### src/rtl/fir_pkg.sv
// Shared definitions for the FIR host agent: default widths, run timeout and FSM encoding.
package fir_pkg;

   localparam int ADDR_W_DEF  = 10;
   localparam int DATA_W_DEF  = 8;
   localparam int TIMEOUT_DEF = 10000;

   typedef enum logic [2:0] {
      ST_IDLE,
      ST_LOAD,
      ST_KICK,
      ST_WAIT,
      ST_READ,
      ST_DRAIN,
      ST_DONE
   } host_state_e;

   // 32-bit increment that sticks at all-ones instead of wrapping
   function automatic logic [31:0] sat_inc32(input logic [31:0] v);
      return (v == 32'hFFFF_FFFF) ? v : v + 32'd1;
   endfunction

endpackage

### src/rtl/fir_mem_host_if.sv
// Sample stream, result stream, shared-memory ports and FIR handshake of the host agent.
interface fir_mem_host_if
   import fir_pkg::*;
#(
   parameter int ADDR_W = ADDR_W_DEF,
   parameter int DATA_W = DATA_W_DEF
);
   logic              s_valid;
   logic              s_ready;
   logic [DATA_W-1:0] s_data;
   logic              m_valid;
   logic              m_ready;
   logic [DATA_W-1:0] m_data;
   logic              mem_we_b;
   logic [ADDR_W-1:0] mem_addr_b;
   logic [DATA_W-1:0] mem_data_in_b;
   logic [ADDR_W-1:0] mem_addr_a;
   logic [DATA_W-1:0] mem_data_out_a;
   logic              fir_start;
   logic              fir_done;

   // host agent view
   modport master (
      input  s_valid, s_data, m_ready, mem_data_out_a, fir_done,
      output s_ready, m_valid, m_data, mem_we_b, mem_addr_b, mem_data_in_b,
             mem_addr_a, fir_start
   );

   // environment view: sample source, result sink, memory and FIR
   modport slave (
      output s_valid, s_data, m_ready, mem_data_out_a, fir_done,
      input  s_ready, m_valid, m_data, mem_we_b, mem_addr_b, mem_data_in_b,
             mem_addr_a, fir_start
   );
endinterface

### src/rtl/fir_mem_host_fifo2.sv
// Two-entry valid/ready FIFO holding read results; entry 0 is always the head.
module fir_host_fifo2 #(
   parameter int W = 8
) (
   input  logic         clk,
   input  logic         rst_n,
   input  logic         push,
   input  logic [W-1:0] push_data,
   output logic         out_valid,
   input  logic         out_ready,
   output logic [W-1:0] out_data,
   output logic [1:0]   count
);
   logic [W-1:0] e0_q, e0_d, e1_q, e1_d;
   logic [1:0]   cnt_q, cnt_d;
   logic         pop, push_ok;

   assign out_valid = (cnt_q != 2'd0);
   assign out_data  = e0_q;
   assign count     = cnt_q;
   assign pop       = out_valid & out_ready;
   // a push into a full FIFO is only legal when the head leaves the same cycle
   assign push_ok   = push & ((cnt_q != 2'd2) | pop);

   // next entry contents and occupancy for push/pop combinations
   always_comb begin
      e0_d  = e0_q;
      e1_d  = e1_q;
      cnt_d = cnt_q;
      case ({push_ok, pop})
         2'b10: begin
            if (cnt_q == 2'd0) e0_d = push_data;
            else               e1_d = push_data;
            cnt_d = cnt_q + 2'd1;
         end
         2'b01: begin
            e0_d  = e1_q;
            cnt_d = cnt_q - 2'd1;
         end
         2'b11: begin
            if (cnt_q == 2'd1) begin
               e0_d = push_data;
            end else begin
               e0_d = e1_q;
               e1_d = push_data;
            end
         end
         default: ;
      endcase
   end

   // entry and occupancy registers
   always_ff @(posedge clk or negedge rst_n) begin
      if (!rst_n) begin
         e0_q  <= '0;
         e1_q  <= '0;
         cnt_q <= 2'd0;
      end else begin
         e0_q  <= e0_d;
         e1_q  <= e1_d;
         cnt_q <= cnt_d;
      end
   end
endmodule

### src/rtl/fir_mem_host.sv
// Host agent for the FIR shared sample memory: loads samples through port B, kicks the FIR,
// times the run, then streams results read through registered port A.
module fir_mem_host
   import fir_pkg::*;
#(
   parameter int ADDR_W  = ADDR_W_DEF,
   parameter int DATA_W  = DATA_W_DEF,
   parameter int TIMEOUT = TIMEOUT_DEF
) (
   input  logic              clk,
   input  logic              rst_n,
   input  logic              go,
   input  logic [ADDR_W-1:0] cfg_in_base,
   input  logic [ADDR_W-1:0] cfg_out_base,
   input  logic [ADDR_W-1:0] cfg_count,
   fir_mem_host_if.master    bus,
   output logic              busy,
   output logic              done,
   output logic              timeout_err,
   output logic [31:0]       fir_cycles
);
   localparam logic [ADDR_W-1:0] ONE = ADDR_W'(1);

   host_state_e       state_q, state_d;
   logic [ADDR_W-1:0] in_base_q, in_base_d;
   logic [ADDR_W-1:0] out_base_q, out_base_d;
   logic [ADDR_W-1:0] count_q, count_d;
   logic [ADDR_W-1:0] idx_q, idx_d;
   logic              inflight_q, inflight_d;
   logic              done_q, done_d;
   logic              timeout_q, timeout_d;
   logic [31:0]       cyc_q, cyc_d;

   logic              fifo_valid;
   logic [DATA_W-1:0] fifo_data;
   logic [1:0]        fifo_cnt;
   logic              pop, wr, issue, last;
   logic [2:0]        occ;

   fir_host_fifo2 #(.W(DATA_W)) u_fifo (
      .clk       (clk),
      .rst_n     (rst_n),
      .push      (inflight_q),
      .push_data (bus.mem_data_out_a),
      .out_valid (fifo_valid),
      .out_ready (bus.m_ready),
      .out_data  (fifo_data),
      .count     (fifo_cnt)
   );

   assign pop   = fifo_valid & bus.m_ready;
   assign wr    = (state_q == ST_LOAD) & bus.s_valid;
   // occupancy counts the head leaving this cycle as already gone, so a held-ready sink
   // sees one result per cycle instead of one every other cycle
   assign occ   = {1'b0, fifo_cnt} + {2'b00, inflight_q} - {2'b00, pop};
   assign issue = (state_q == ST_READ) && (occ < 3'd2);
   // idx walks input slots in LOAD and output slots in READ; count is nonzero in both
   assign last  = (idx_q == count_q - ONE);

   assign bus.s_ready       = (state_q == ST_LOAD);
   assign bus.mem_we_b      = wr;
   assign bus.mem_addr_b    = in_base_q + idx_q;
   assign bus.mem_data_in_b = wr ? bus.s_data : '0;
   assign bus.mem_addr_a    = out_base_q + idx_q;
   assign bus.fir_start     = (state_q == ST_KICK);
   assign bus.m_valid       = fifo_valid;
   assign bus.m_data        = fifo_data;
   assign busy              = (state_q != ST_IDLE);
   assign done              = done_q;
   assign timeout_err       = timeout_q;
   assign fir_cycles        = cyc_q;

   // run sequencing: next state, run registers and status
   always_comb begin
      state_d    = state_q;
      in_base_d  = in_base_q;
      out_base_d = out_base_q;
      count_d    = count_q;
      idx_d      = idx_q;
      inflight_d = issue;
      done_d     = 1'b0;
      timeout_d  = timeout_q;
      cyc_d      = cyc_q;
      case (state_q)
         ST_IDLE: begin
            if (go) begin
               in_base_d  = cfg_in_base;
               out_base_d = cfg_out_base;
               count_d    = cfg_count;
               idx_d      = '0;
               timeout_d  = 1'b0;
               state_d    = (cfg_count == '0) ? ST_DONE : ST_LOAD;
            end
         end
         ST_LOAD: begin
            if (wr) begin
               idx_d = idx_q + ONE;
               if (last) begin
                  idx_d   = '0;
                  state_d = ST_KICK;
               end
            end
         end
         ST_KICK: begin
            cyc_d   = '0;
            state_d = ST_WAIT;
         end
         ST_WAIT: begin
            // the cycle that sees fir_done is still counted as part of the run
            cyc_d = sat_inc32(cyc_q);
            if (bus.fir_done) begin
               state_d = ST_READ;
            end else if (cyc_d == 32'(TIMEOUT)) begin
               timeout_d = 1'b1;
               state_d   = ST_DONE;
            end
         end
         ST_READ: begin
            if (issue) begin
               idx_d = idx_q + ONE;
               if (last) state_d = ST_DRAIN;
            end
         end
         ST_DRAIN: begin
            if (!inflight_q && fifo_cnt == 2'd0) state_d = ST_DONE;
         end
         ST_DONE: begin
            done_d  = 1'b1;
            state_d = ST_IDLE;
         end
         default: state_d = ST_IDLE;
      endcase
   end

   // state and run registers
   always_ff @(posedge clk or negedge rst_n) begin
      if (!rst_n) begin
         state_q    <= ST_IDLE;
         in_base_q  <= '0;
         out_base_q <= '0;
         count_q    <= '0;
         idx_q      <= '0;
         inflight_q <= 1'b0;
         done_q     <= 1'b0;
         timeout_q  <= 1'b0;
         cyc_q      <= '0;
      end else begin
         state_q    <= state_d;
         in_base_q  <= in_base_d;
         out_base_q <= out_base_d;
         count_q    <= count_d;
         idx_q      <= idx_d;
         inflight_q <= inflight_d;
         done_q     <= done_d;
         timeout_q  <= timeout_d;
         cyc_q      <= cyc_d;
      end
   end
endmodule

### src/flat_wrapper.sv
// flat-port wrapper written by rule: the top's interface ports become plain ports
module fir_mem_host_flat import fir_pkg::*;
#(
   parameter int ADDR_W  = ADDR_W_DEF,
   parameter int DATA_W  = DATA_W_DEF,
   parameter int TIMEOUT = TIMEOUT_DEF
)
  (clk, rst_n, go, cfg_in_base, cfg_out_base, cfg_count, busy, done, timeout_err, fir_cycles, bus_s_valid, bus_s_data, bus_m_ready, bus_mem_data_out_a, bus_fir_done, bus_s_ready, bus_m_valid, bus_m_data, bus_mem_we_b, bus_mem_addr_b, bus_mem_data_in_b, bus_mem_addr_a, bus_fir_start);
  fir_mem_host_if #(.ADDR_W(ADDR_W), .DATA_W(DATA_W)) bus_i ();
  input  logic clk;
  input  logic rst_n;
  input  logic go;
  input  logic [ADDR_W-1:0] cfg_in_base;
  input  logic [ADDR_W-1:0] cfg_out_base;
  input  logic [ADDR_W-1:0] cfg_count;
  output logic busy;
  output logic done;
  output logic timeout_err;
  output logic [31:0] fir_cycles;
  input wire logic [$bits(bus_i.s_valid)-1:0] bus_s_valid;
  input wire logic [$bits(bus_i.s_data)-1:0] bus_s_data;
  input wire logic [$bits(bus_i.m_ready)-1:0] bus_m_ready;
  input wire logic [$bits(bus_i.mem_data_out_a)-1:0] bus_mem_data_out_a;
  input wire logic [$bits(bus_i.fir_done)-1:0] bus_fir_done;
  output wire logic [$bits(bus_i.s_ready)-1:0] bus_s_ready;
  output wire logic [$bits(bus_i.m_valid)-1:0] bus_m_valid;
  output wire logic [$bits(bus_i.m_data)-1:0] bus_m_data;
  output wire logic [$bits(bus_i.mem_we_b)-1:0] bus_mem_we_b;
  output wire logic [$bits(bus_i.mem_addr_b)-1:0] bus_mem_addr_b;
  output wire logic [$bits(bus_i.mem_data_in_b)-1:0] bus_mem_data_in_b;
  output wire logic [$bits(bus_i.mem_addr_a)-1:0] bus_mem_addr_a;
  output wire logic [$bits(bus_i.fir_start)-1:0] bus_fir_start;
  assign bus_i.s_valid = bus_s_valid;
  assign bus_i.s_data = bus_s_data;
  assign bus_i.m_ready = bus_m_ready;
  assign bus_i.mem_data_out_a = bus_mem_data_out_a;
  assign bus_i.fir_done = bus_fir_done;
  assign bus_s_ready = bus_i.s_ready;
  assign bus_m_valid = bus_i.m_valid;
  assign bus_m_data = bus_i.m_data;
  assign bus_mem_we_b = bus_i.mem_we_b;
  assign bus_mem_addr_b = bus_i.mem_addr_b;
  assign bus_mem_data_in_b = bus_i.mem_data_in_b;
  assign bus_mem_addr_a = bus_i.mem_addr_a;
  assign bus_fir_start = bus_i.fir_start;
  fir_mem_host #(.ADDR_W(ADDR_W), .DATA_W(DATA_W), .TIMEOUT(TIMEOUT)) u_core (.clk(clk), .rst_n(rst_n), .go(go), .cfg_in_base(cfg_in_base), .cfg_out_base(cfg_out_base), .cfg_count(cfg_count), .bus(bus_i), .busy(busy), .done(done), .timeout_err(timeout_err), .fir_cycles(fir_cycles));
endmodule
### config.mk
export PLATFORM = sky130hd
export DESIGN_NAME = fir_mem_host_flat
export DESIGN_NICKNAME = d
export VERILOG_FILES = /design/src/rtl/fir_pkg.sv /design/src/rtl/fir_mem_host_if.sv /design/src/rtl/fir_mem_host_fifo2.sv /design/src/rtl/fir_mem_host.sv /design/src/flat_wrapper.sv
export SDC_FILE = /design/constraint.sdc
export NUM_CORES = 1
export LEC_CHECK = 0
export ABC_AREA = 1
export BUFFER_PORTS_ARGS = -buffer_cell sky130_fd_sc_hd__buf_2
export CORE_AREA = 2 2 116 118
export CTS_CLUSTER_SIZE = 25
export DETAILED_ROUTE_END_ITERATION = 10
export DIE_AREA = 0 0 118 120
export HOLD_SLACK_MARGIN = 0.12
export PLACE_DENSITY_LB_ADDON = 0.08
export SETUP_SLACK_MARGIN = 0.05
export SKIP_CTS_REPAIR_TIMING = 1
export SLEW_MARGIN = 10
export SYNTH_ARGS = -nofsm -noshare
export SYNTH_HDL_FRONTEND = slang
export SYNTH_HIERARCHICAL = 1
export SYNTH_SLANG_ARGS = --single-unit
### constraint.sdc
create_clock -name clk -period 9.3 [get_ports clk]
set_input_delay 0 -clock clk [delete_from_list [all_inputs] [get_ports clk]]
set_output_delay 0 -clock clk [all_outputs]
set_load 0.1 [all_outputs]
==> out/summary.txt <==
DETAILED ROUTING
-------------------------------------------------------------------------------------------
Number of design-rule violations left by the first detailed-router iteration            549
Avg Vias per Cell                                                                      5.12
Average wire per standard cell                                                      13.9 um
Post-Route WL                                                                      18200 um
Length of the first detailed-routing pass in iterations                                   5
Drt drc                                                                                   0
Post-route ant nets                                                                       0
Overall via count from detail_route                                                    6705

CTS
-------------------------------------------------------------------------------------------
Num Clock Sinks                                                                          96
Clock Path Buffers                                                                        2
CTS root buf                                                                   sky130_fd_sc_hd__clkbuf_16
Clock latency on the worst-skew pair                                                0.36 ns
Clock-pin slew on the worst setup and hold paths                                    0.07 ns
Total CTS buffers                                                                         9
CTS tree                                                                                yes
H-tree Lvls                                                                               3

GLOBAL ROUTING
-------------------------------------------------------------------------------------------
Initial antenna violation count                                                           0
Met1 demand-to-capacity share in global routing                                       0.352
Pin count of the biggest net entering global routing                                     60
Global routing usage on met3                                                         0.0566
Congestion Overflow GR                                                                    0
Tot GR Track Use                                                                      0.255
GR Layer Usage met2                                                                   0.413
GRT Max-Usage Layer                                                                    met2
Vias in the first global route                                                         5938
First-pass GRT wire length                                                         29300 um

STATUS
-------------------------------------------------------------------------------------------
Result of the run                                                              finished clean

TIMING
-------------------------------------------------------------------------------------------
Final hold violation count                                                                0
Min cycle time layout                                                               3.63 ns
Clock Skew                                                                       0.00934 ns
Total of endpoints with negative setup slack in the final report                          0
Fin. max-slew vios                                                                        0
Portion of the clock cycle consumed by the worst path in the final layout             0.390
Maximum clock frequency                                                             275 MHz
Setup repair after global routing missed its margin                                      no
Setup_tns                                                                              0 ns
Slew of the pin with the lowest slew margin                                        0.771 ns
Worst slew slack as a fraction of its limit                                           0.486

SYNTHESIS
-------------------------------------------------------------------------------------------
Adder-cell area share of the yosys netlist                                           0.0554
Post-Synthesis Cells                                                                    970
Fraction of the mapped netlist area in simple logic gates                             0.359
Share of flip-flops with an asynchronous set or reset after synthesis                  1.00
Fraction of synthesized area in multiplexers                                              0
Prevailing post-synth register cell                                            sky130_fd_sc_hd__dfrtp_1
Synthesized area divided by synthesized cell count                                 6.94 um2
Yosys warns                                                                               6
Xor and xnor area share after synthesis                                              0.0630
Largest area contributor in the netlist                                        sky130_fd_sc_hd__dfrtp_1
Complex-gate fraction of the synthesized area                                        0.0904
Flip-flop and latch count after synthesis                                                96
Largest cells by area after synthesis                                          sky130_fd_sc_hd__dfrtp_1 (36%), sky130_fd_sc_hd__nand2_1 (18%), sky130_fd_sc_hd__nor2_1 (6.9%)
Synthesized Nets                                                                       1050
Count of flip-flops with a built-in enable after synthesis                                0
Distinct cells, synth                                                                    41
Cell Area, Synth                                                                   6730 um2
Proportion of netlist area held by the largest area contributor                       0.357
Largest family of logic cells by synthesized area                              simple AND/OR/NAND/NOR gates
Sequential cell area fraction in the yosys report                                     0.357

LAYOUT
-------------------------------------------------------------------------------------------
Commonest non-fill, non-tap cell in the layout                                 sky130_fd_sc_hd__nand2_1
Highest-count cells in the layout ignoring fill and taps                       sky130_fd_sc_hd__nand2_1 (319), sky130_fd_sc_hd__buf_2 (125), sky130_fd_sc_hd__nor2_1 (122)
Nets@finish                                                                            1209
Area added between synthesis and finish                                               21.9%
Final non-filler cell area                                                         8200 um2
Post-Route Utilization                                                                0.632
Share of layout cells above drive strength 1                                          0.158
Final-layout fill cell count                                                           1272
Antenna cell count                                                                        0

PLACE
-------------------------------------------------------------------------------------------
# port buffers                                                                          126
GP Congestion                                                                         0.930
Post-placement cell area                                                           7500 um2
Hpwl dp                                                                            13100 um

SETUP PATH
-------------------------------------------------------------------------------------------
Startpoint kind of the worst setup timing path                                    flip-flop
WS Path Type                                                                   flip-flop to flip-flop
Arrival time at the worst endpoint                                                  3.86 ns
Depth of the worst register-to-register path                                             19
Largest driver fanout on the critical path                                               14
Setup crit end kind                                                               flip-flop
CP Data Required Time                                                               9.53 ns

POWER AND IR DROP
-------------------------------------------------------------------------------------------
Leakage power summed over all cells                                                 4.27 nW
Power per cell area                                                              340 nW/um2
Power, Total                                                                        2.79 mW
Maximum vdd ir drop                                                                  446 uV

MIN PATH
-------------------------------------------------------------------------------------------
Type of the worst min-delay path                                               input pin to asynchronous set/reset pin

DIE
-------------------------------------------------------------------------------------------
Placement Rows                                                                           42
Initial standard-cell utilization of the core                                         0.519
Die footprint                                                                     14200 um2
Die outline width                                                                    118 um
Core area                                                                         13000 um2
I/O pin count                                                                           127
Chip height                                                                          120 um

FLOW RUN
-------------------------------------------------------------------------------------------
Max Cap Violations                                                                        0

-- Yosys cell counts (9+ instances only) --
master	n
sky130_fd_sc_hd__a21oi_1	26
sky130_fd_sc_hd__clkbuf_1	14
sky130_fd_sc_hd__dfrtp_1	96
sky130_fd_sc_hd__ha_1	25
sky130_fd_sc_hd__inv_1	103
sky130_fd_sc_hd__nand2_1	319
sky130_fd_sc_hd__nand2_2	9
sky130_fd_sc_hd__nand3_1	46
sky130_fd_sc_hd__nand4_1	25
sky130_fd_sc_hd__nor2_1	123
sky130_fd_sc_hd__nor3_1	12
sky130_fd_sc_hd__o21ai_0	65
sky130_fd_sc_hd__xnor2_1	10
sky130_fd_sc_hd__xor2_1	34
-- worst paths after layout --
path | slack (ns) | from | to
setup / recovery | 5.67 | u_core/u_fifo/count[0]$_DFFE_PN0P_ | u_core/idx_q[6]$_DFFE_PN0P_
hold / removal | 0.15 | rst_n | u_core/out_base_q[8]$_DFFE_PN0P_
setup reg to reg | 5.67 | u_core/u_fifo/count[0]$_DFFE_PN0P_ | u_core/idx_q[6]$_DFFE_PN0P_
hold reg to reg | 0.48 | u_core/out_base_q[3]$_DFFE_PN0P_ | u_core/out_base_q[3]$_DFFE_PN0P_
max in group asynchronous | 7.98 | rst_n | u_core/fir_cycles[19]$_DFFE_PN0P_
min in group clk | 0.18 | bus_m_ready | u_core/u_fifo/count[1]$_DFFE_PN0P_
-- metrics by stage --
step / std cells / worst slack, ns / hold slack, ns
2_1_floorplan: 970 / 5.70 / -0.296
3_3_place_gp: 1254 / 5.88 / 0.00130
3_5_place_dp: 1254 / 5.75 / 0.00813
4_1_cts: 1269 / 5.70 / -0.373
5_1_grt: 1309 / 5.33 / 0.202
6_report: 1309 / 5.67 / 0.148
-- kinds of logic (layout without fill, tap and decap cells) --
group           Yosys count  count (layout)
simple gates            561             561
buf+inv                 127             290
compound gates          112             112
flops                    96              96
xor+xnor                 46              46
fa+ha+maj                28              28
-- critical path: stages (launching register included) --
cell	delay, ns
sky130_fd_sc_hd__dfrtp_1	0.40
sky130_fd_sc_hd__inv_1	0.15
sky130_fd_sc_hd__ha_1	0.27
sky130_fd_sc_hd__inv_2	0.17
sky130_fd_sc_hd__nand2_1	0.10
sky130_fd_sc_hd__inv_1	0.04
sky130_fd_sc_hd__ha_1	0.27
sky130_fd_sc_hd__nor2_1	0.15
sky130_fd_sc_hd__fa_1	0.44
sky130_fd_sc_hd__a21oi_1	0.12
sky130_fd_sc_hd__o21ai_0	0.12
sky130_fd_sc_hd__nand2_1	0.08
sky130_fd_sc_hd__nand2_1	0.08
sky130_fd_sc_hd__a21oi_2	0.26
sky130_fd_sc_hd__inv_1	0.16
sky130_fd_sc_hd__nor3_1	0.23
sky130_fd_sc_hd__nand2_1	0.13
sky130_fd_sc_hd__nor2_1	0.13
sky130_fd_sc_hd__xor2_1	0.16
sky130_fd_sc_hd__a21oi_1	0.05
-- state kept, by name, summed over array words and instances (netlist names) --
name                    cells
u_core/u_fifo/e1_q          8
u_core/state_q              3
u_core/out_base_q          10
u_core/idx_q               10
u_core/done                 1
u_core/u_fifo/count         2
u_core/u_fifo/out_data      8
u_core/count_q             10
u_core/in_base_q           10
u_core/fir_cycles          32
u_core/inflight_q           1
u_core/timeout_err          1
-- area by class of cell --
type / count / area [um2] / area share
Multi-Input combinational cell: 747 / 3820 / 0.466
Sequential cell: 96 / 2400 / 0.293
Timing Repair Buffer: 169 / 1060 / 0.129
Inverter: 106 / 398 / 0.0485
Clock buffer: 12 / 256 / 0.0313
Tap cell: 176 / 220 / 0.0268
Clock inverter: 3 / 47.5 / 0.00580
-- where the power goes --
group          internal [mW]  switching (mW)
Sequential             0.539           0.103
Combinational          0.359            1.40
Clock                  0.224           0.168
-- routing by layer --
metal  vias to the layer above  share of wire
met5                         -              0
met4                         0          0.015
met3                        21          0.063
met2                       198           0.46
met1                      3074           0.46
li1                       3412              -
No activity file was read; power rests on OpenSTA's default activity.
